### src/rtl/div_pkg.sv
// Shared constants for the restoring divider: state encoding, default width,
// and the field layout of the packed result bus.
package div_pkg;

   localparam int DIV_N = 4;

   localparam logic [3:0] ST_IDLE = 4'b0001;
   localparam logic [3:0] ST_INIT = 4'b0010;
   localparam logic [3:0] ST_ITER = 4'b0100;
   localparam logic [3:0] ST_DONE = 4'b1000;

   typedef enum logic [3:0] {
      S_IDLE = ST_IDLE,
      S_INIT = ST_INIT,
      S_ITER = ST_ITER,
      S_DONE = ST_DONE
   } state_t;

   // resultBus = {remainder, quotient}: quotient at bit 0, remainder at bit N.
   localparam int RES_QUO_LSB = 0;

   function automatic int res_rem_lsb(input int n);
      return n;
   endfunction

endpackage

### src/rtl/div_restoring_dp.sv
// Restoring-divider datapath: partial remainder P, dividend/quotient shifter A,
// divisor B, the N+1-bit compare/subtract, and overflow / zero-divisor flags.
module div_restoring_dp
   import div_pkg::*;
#(
   parameter int N = DIV_N
) (
   input  logic           clk,
   input  logic           rst_n,
   input  logic           load,
   input  logic           check,
   input  logic           step,
   input  logic           finalize,
   input  logic [2*N-1:0] a_in,
   input  logic [N-1:0]   b_in,
   output logic           ovf,
   output logic           dz,
   output logic [2*N-1:0] result
);

   logic [N:0]     p_q, p_d;
   logic [N-1:0]   a_q, a_d;
   logic [N-1:0]   b_q, b_d;
   logic           ovf_q, ovf_d;
   logic           dz_q, dz_d;
   logic [2*N-1:0] res_q, res_d;

   logic [N:0]     p_sh;
   logic [N:0]     b_ext;
   logic           take;
   logic [N:0]     p_step;
   logic [N-1:0]   a_step;
   logic           dz_det;
   logic           fit_ovf;

   always_comb begin
      // P[N] is zero between steps, so the shift only needs P[N-1:0].
      p_sh    = {p_q[N-1:0], a_q[N-1]};
      b_ext   = {1'b0, b_q};
      take    = (p_sh >= b_ext);
      p_step  = take ? (p_sh - b_ext) : p_sh;
      a_step  = {a_q[N-2:0], take};
      dz_det  = (b_q == '0);
      fit_ovf = (p_q >= b_ext);
   end

   always_comb begin
      p_d   = p_q;
      a_d   = a_q;
      b_d   = b_q;
      ovf_d = ovf_q;
      dz_d  = dz_q;
      res_d = res_q;
      if (load) begin
         p_d   = {1'b0, a_in[2*N-1:N]};
         a_d   = a_in[N-1:0];
         b_d   = b_in;
         ovf_d = 1'b0;
         dz_d  = 1'b0;
      end
      if (check) begin
         ovf_d = dz_det | fit_ovf;
         dz_d  = dz_det;
      end
      if (step) begin
         p_d = p_step;
         a_d = a_step;
      end
      if (finalize) begin
         if (ovf_q) begin
            res_d = '0;
         end else begin
            res_d[RES_QUO_LSB +: N]    = a_step;
            res_d[res_rem_lsb(N) +: N] = p_step[N-1:0];
         end
      end
   end

   always_ff @(posedge clk) begin
      if (!rst_n) begin
         p_q   <= '0;
         a_q   <= '0;
         b_q   <= '0;
         ovf_q <= 1'b0;
         dz_q  <= 1'b0;
         res_q <= '0;
      end else begin
         p_q   <= p_d;
         a_q   <= a_d;
         b_q   <= b_d;
         ovf_q <= ovf_d;
         dz_q  <= dz_d;
         res_q <= res_d;
      end
   end

   assign ovf    = ovf_q;
   assign dz     = dz_q;
   assign result = res_q;

endmodule

### src/rtl/div_restoring_seq.sv
// Sequential restoring divider: 2N-bit dividend / N-bit divisor in N steps,
// start/ready handshake, {remainder, quotient} on resultBus.
module div_restoring_seq
   import div_pkg::*;
#(
   parameter int N = DIV_N
) (
   input  logic           clk,
   input  logic           rst_n,
   input  logic           start,
   input  logic [2*N-1:0] ABus,
   input  logic [N-1:0]   BBus,
   output logic           ready,
   output logic           done,
   output logic           ovf,
   output logic           dz,
   output logic [2*N-1:0] resultBus
);

   localparam int CW = $clog2(N + 1);

   state_t        state_q, state_d;
   logic [CW-1:0] cnt_q, cnt_d;
   logic          load, check, step, finalize;
   logic          last_step;

   div_restoring_dp #(.N(N)) u_dp (
      .clk      (clk),
      .rst_n    (rst_n),
      .load     (load),
      .check    (check),
      .step     (step),
      .finalize (finalize),
      .a_in     (ABus),
      .b_in     (BBus),
      .ovf      (ovf),
      .dz       (dz),
      .result   (resultBus)
   );

   always_comb begin
      state_d   = state_q;
      cnt_d     = cnt_q;
      load      = 1'b0;
      check     = 1'b0;
      step      = 1'b0;
      finalize  = 1'b0;
      last_step = (cnt_q == CW'(N - 1));
      case (state_q)
         S_IDLE: begin
            if (start) begin
               load    = 1'b1;
               cnt_d   = '0;
               state_d = S_INIT;
            end
         end
         // The fit / zero check is registered here and acted on in the first
         // ITER cycle, so an overflow leaves ITER without taking any step.
         S_INIT: begin
            check   = 1'b1;
            cnt_d   = '0;
            state_d = S_ITER;
         end
         S_ITER: begin
            if (ovf) begin
               finalize = 1'b1;
               state_d  = S_DONE;
            end else begin
               step  = 1'b1;
               cnt_d = cnt_q + CW'(1);
               if (last_step) begin
                  finalize = 1'b1;
                  state_d  = S_DONE;
               end
            end
         end
         S_DONE: begin
            state_d = S_IDLE;
         end
         default: begin
            state_d = S_IDLE;
         end
      endcase
   end

   always_ff @(posedge clk) begin
      if (!rst_n) begin
         state_q <= S_IDLE;
         cnt_q   <= '0;
      end else begin
         state_q <= state_d;
         cnt_q   <= cnt_d;
      end
   end

   assign ready = (state_q == S_IDLE);
   assign done  = (state_q == S_DONE);

endmodule
### config.mk
export PLATFORM = sky130hd
export DESIGN_NAME = div_restoring_seq
export DESIGN_NICKNAME = d
export VERILOG_FILES = /design/src/rtl/div_pkg.sv /design/src/rtl/div_restoring_dp.sv /design/src/rtl/div_restoring_seq.sv
export SDC_FILE = /design/constraint.sdc
export NUM_CORES = 1
export LEC_CHECK = 0
export CORE_ASPECT_RATIO = 0.6
export CORE_MARGIN = 3
export CORE_UTILIZATION = 39
export CTS_BUF_LIST = sky130_fd_sc_hd__clkbuf_16
export DETAILED_ROUTE_END_ITERATION = 16
export PLACE_DENSITY_LB_ADDON = 0.12
export SLEW_MARGIN = 20
export SYNTH_ARGS = -nofsm -noshare
export SYNTH_HDL_FRONTEND = slang
export SYNTH_SLANG_ARGS = --single-unit
### constraint.sdc
create_clock -name clk -period 2.65 [get_ports clk]
set_input_delay 0.265 -clock clk [delete_from_list [all_inputs] [get_ports clk]]
set_output_delay 0.265 -clock clk [all_outputs]
set_load 0.01 [all_outputs]
# ---- After elaboration in Yosys (flattened, before gate mapping)
# Index checks and enable logic that the tools add are counted.
dict set report classes {
  n_mux 24
  bitwise 1
  n_eq_ne 8
  order_cmp 2
  n_addsub 2
  reduce_logical 6
}
# cell count
set op_table {}
lappend op_table {{4-bit 2-to-1 mux} 5}
lappend op_table {{5-bit 2-to-1 mux} 3}
lappend op_table {{4-bit case mux with 3 select lines} 1}
lappend op_table {{1-bit 2-to-1 mux} 11}
lappend op_table {{5-bit by 4-bit greater-or-equal comparator with 1-bit output} 2}
lappend op_table {{3-bit case mux with 3 select lines} 1}
lappend op_table {{8-bit 2-to-1 mux} 1}
lappend op_table {{3-bit 2-to-1 mux} 2}
lappend op_table {{5-bit by 4-bit subtractor with 5-bit output} 1}
lappend op_table {{4-bit by 1-bit == test with 1-bit output (second input constant)} 1}
lappend op_table {{4-bit by 2-bit == test with 1-bit output (second input constant)} 1}
lappend op_table {{4-bit by 3-bit == test with 1-bit output (second input constant)} 1}
lappend op_table {{4-bit == test (second input constant)} 1}
lappend op_table {{4-bit logical NOT} 1}
lappend op_table {{2-bit inequality test (second input constant)} 2}
lappend op_table {{2-bit nonzero test} 2}
lappend op_table {{3-bit by 1-bit adder with 3-bit output (second input constant)} 1}
lappend op_table {{3-bit by 2-bit == test with 1-bit output (second input constant)} 1}
lappend op_table {{3-bit by 2-bit inequality test with 1-bit output (second input constant)} 1}
lappend op_table {{3-bit AND reduction} 1}
lappend op_table {{3-bit nonzero test} 1}
lappend op_table {{2-bit AND reduction} 1}
lappend op_table {{1-bit bitwise OR} 1}
dict set report word_totals {
  output_inout_bits 12
  word_cells 51
  in_bits 15
  ff_bits 30
}

# ---- Depth between registers and ports, before layout
dict set report depth {
  ltp_word 4
  ltp_mapped 8
  depth_no_buf 8
}

# ---- Cells and area by module
# From an unflattened synthesis, not the netlist that was laid out.
dict set report unflattened {
  cells_unflattened 181
  area_unflattened_um2 1656.6
}
# mod instances cells_per_inst seq_area_each_um2 area_each_um2
set modules_own_cells {}
lappend modules_own_cells {div_restoring_dp 1 140 460.4 1263.7}
lappend modules_own_cells {div_restoring_seq 1 41 140.1 392.9}

# ---- Worst setup path before layout
# OpenSTA, ideal clock, no wires.
dict set report synth_path {
  path_type {reg2reg}
  start {register state_q[3]}
  end {register u_dp.a_q[1]}
  n_path_buf 2
  synth_period_minus_slack_ps 1842
  path_stages_with_launch 7
  setup_time_ps 131
  setup_slack_ps 808
  required_ps 2519
  arrival_ps 1711
  path_cell_list {dfxtp_1 -> buf_2 -> nor4b_2 -> nand2_1 -> buf_2 -> mux2i_1 -> a21oi_1}
}
dict set report synth_between {
  elab_chain_cells 3
  word_cells_on_any_way 6
  classes_between {2 x eq/ne; 3 x mux; 1 x reduce/logical}
}
# item line_no
set synth_lines {}
lappend synth_lines {{start, declared} div_restoring_seq.sv:22} ;# state_t state_q, state_d;
lappend synth_lines {{start signal, assigned} div_restoring_seq.sv:91} ;# state_q <= state_d;
lappend synth_lines {{4-bit by 1-bit == test with 1-bit output} n/a}
lappend synth_lines {{via ready} div_restoring_seq.sv:13} ;# output logic ready,
lappend synth_lines {{1-bit 2-to-1 mux} div_restoring_seq.sv:49} ;# case (state_q)
lappend synth_lines {{2-bit nonzero test (no source line)} n/a}
lappend synth_lines {{end signal, assigned} div_restoring_dp.sv:82} ;# a_q <= '0;
lappend synth_lines {{end signal, assigned} div_restoring_dp.sv:89} ;# a_q <= a_d;
lappend synth_lines {{end, declared} div_restoring_dp.sv:22} ;# logic [N-1:0] a_q, a_d;
# The timed path passes the listed nets, and every way through them passes these cells.
# A chain may end at the register's enable or synchronous reset.

# ---- Worst setup path after layout
dict set report layout_path {
  start {register state_q[3]}
  end {output ready}
}
dict set report layout_between {
  elab_chain_cells 1
}
# item line_no
set layout_lines {}
lappend layout_lines {{4-bit by 1-bit == test with 1-bit output} div_restoring_seq.sv:96} ;# assign ready = (state_q == S_IDLE);
lappend layout_lines {{end, declared} div_restoring_seq.sv:13}
# Every way passes these cells.

==> metrics.txt <==
1st-iter DRT viols=~120; Setup Fix Bufs, Post-CTS=0; crit-path max FO=10; drt wl/cell=16.1 um; CTS tree=yes; Area Growth Syn to Fin=28.5%; synth cell count leaders=30 x dfxtp_1, 16 x nor2_1, 11 x a21oi_1, 11 x inv_1; Netlist cell types=47; root buffer cell=clkbuf_16; GP Congestion=0.779; leak pwr=between 0.8 and 0.9 nW; die height=56.6 um; setup TNS=0 ns; total grt overflow=0; post-synth top area cell=dfxtp_1; top_reg_cell synth=dfxtp_1; critical path, cell by cell=nor4b_2 -> clkdlybuf4s50_1; H-tree lvl count=2; fillers=353; Synth Cell Area=0.00166 mm^2; Peak VDD IR=between 0.2 and 0.3 mV; I/O pins=27; Syn Area/Cell=~8.8 um^2; core region area=0.00387 mm^2; Routed Antenna Nets=0; Fin. Hold Viols=0; largest net degree at the start of global routing=16; layout cells sized above 1=0.0741; Slew @ Worst Pin=0.977 ns; Rel. slew slack=0.343; clock buffer count from CTS=5; Power Total=1.43 mW; largest cells by area after synthesis=dfxtp_1 36%, ha_1 7.5%, mux2i_1 5.4%; DRC viols=0; Slew Viols, Final=0; count leader, synth=dfxtp_1; Crit path max-delay family=buffers and inverters; gate count of the mapped netlist=190; final worst-path cycle share=0.828; nets@finish=between 200 and 250; syn_nets=216; Multi-input gate area=968 um^2; CTS clk-pin slew, worst paths=roughly 0.05 ns; clk sink count=30; Starting Density=0.430; Detailed Routing Iterations Pass 1=4; crit path buf inv count=1; type of origin of the critical path=flop; Max-Cap Viols=0; total wire length after detailed routing=roughly 4400 um; via count=1518; Tightest Hold Check Type=flop to flop; PD cells=about 670 mW/mm^2; Setup violations, final=0; Peak Freq=0.456 GHz; FF-to-FF setup slack=0.48 ns; hpwl dp=3300 um; CTS resizes=0; Seq/Total Area, Yosys=0.361; CP Data Arrival Time=1.93 ns; I/O Buffers=26; Seq. cell area=601 um^2; skew final=0.00520 ns; Vias/cell=5.56; clk_lat worst skew=0.27 ns; crit-path max cell delay=0.65 ns; number of inserted diodes=0; synthesis-stage register bit count=30; EDFF count, synth=0; status=completed; Synth Warn #=0; critical path capture point type=output pin; ys async rst share=0; first-pass GRT wire length=7450 um; Synth top area share=0.361; # hold bufs at CTS=0; vias in the first global route=1457; Row Count=17; Slowest-stage cell, CP=clkdlybuf4s50_1; RSZ-0062 raised after global routing=false; fin util=0.552; WP data required=2.38 ns; Tot GR Track Use=0.186; initial antenna violation count=0; die width=around 90 um; Period minus WS final=2.20 ns; Setup Crit Path Kind=flop to output pin; total die area=0.00511 mm^2; Clock Path Buffers=2
layer usage:
metal	global-route usage	share of wire
met1	0.258	0.49
met2	0.260	0.41
met3	0.0750	0.083
met4	0.0610	0.0096
met5	0	0
area by class of cell:
type,instances,share of cell area
Multi-Input combinational cell,137,0.453
Sequential cell,30,0.281
Timing Repair Buffer,31,0.139
Clock buffer,5,0.0585
Tap cell,57,0.0334
Inverter,11,0.0193
Clock inverter,2,0.0158
kinds of logic after synthesis:
logic type	Yosys count	share of synthesized area
compound gates	55	0.234
flops	30	0.361
buf+inv	23	0.0571
mux	9	0.0541
simple gates	59	0.191
fa+ha+maj	11	0.0872
xor+xnor	3	0.0158
sequential cells by signal, indices dropped and copies added, names as in the netlist:
name,flops
u_dp.a_q,4
u_dp.result,8
u_dp.dz,1
u_dp.p_q,5
cnt_q,3
u_dp.b_q,4
state_q,4
u_dp.ovf,1
through the flow:
step / instances / instance area [um^2] / setup slack (ns) / hold WS, ns
2_1_floorplan: 190 / 1660 / 0.808 / 0.409
3_3_place_gp: 266 / 1980 / 0.532 / 0.443
3_5_place_dp: 266 / 1980 / 0.491 / 0.456
4_1_cts: 273 / 2140 / 0.450 / 0.463
5_1_grt: 273 / 2140 / 0.275 / 0.499
6_report: 273 / 2140 / 0.455 / 0.460
placed cells by master, fill, tap and decap left out, types with 4 or more instances in the layout:
cell type        instances
ha_1                    10
nand3_1                  8
a21oi_1                 11
o21ai_0                  8
buf_4                    5
o211ai_1                 5
mux2i_1                  9
nand2_1                 10
inv_1                   11
nor2_1                  16
o21a_1                   4
dfxtp_1                 30
clkbuf_16                5
clkdlybuf4s50_1         26
o31a_1                   5
final timing paths:
check,start,to,cells after the start
worst max register to register,cnt_q[0]$_SDFFE_PN0P_,u_dp.result[6]$_SDFFE_PN0P_,6
worst min register to register,u_dp.result[0]$_SDFFE_PN0P_,u_dp.result[0]$_SDFFE_PN0P_,2
worst min-delay path,u_dp.result[0]$_SDFFE_PN0P_,u_dp.result[0]$_SDFFE_PN0P_,2
worst max-delay path,state_q[3]$_SDFFE_PN0P_,ready,2
worst register-to-register path: cells and delay by family (launching register included):
kind | cells | cell delay, ns
AO/OA/AOI/OAI | 2 | 0.37
adder cells (fa/ha/maj) | 2 | 0.53
flip-flops | 1 | 0.35
AND/OR/NAND/NOR | 2 | 0.86
power breakdown:
| part | internal [mW] | leakage [nW] | switching (mW) |
|---|---|---|---|
| sequential | 0.473 | 0.244 | 0.0267 |
| clock | 0.433 | 0.0773 | 0.187 |
| combinational | 0.138 | 0.512 | 0.171 |
(Power assumes the default switching activity.)
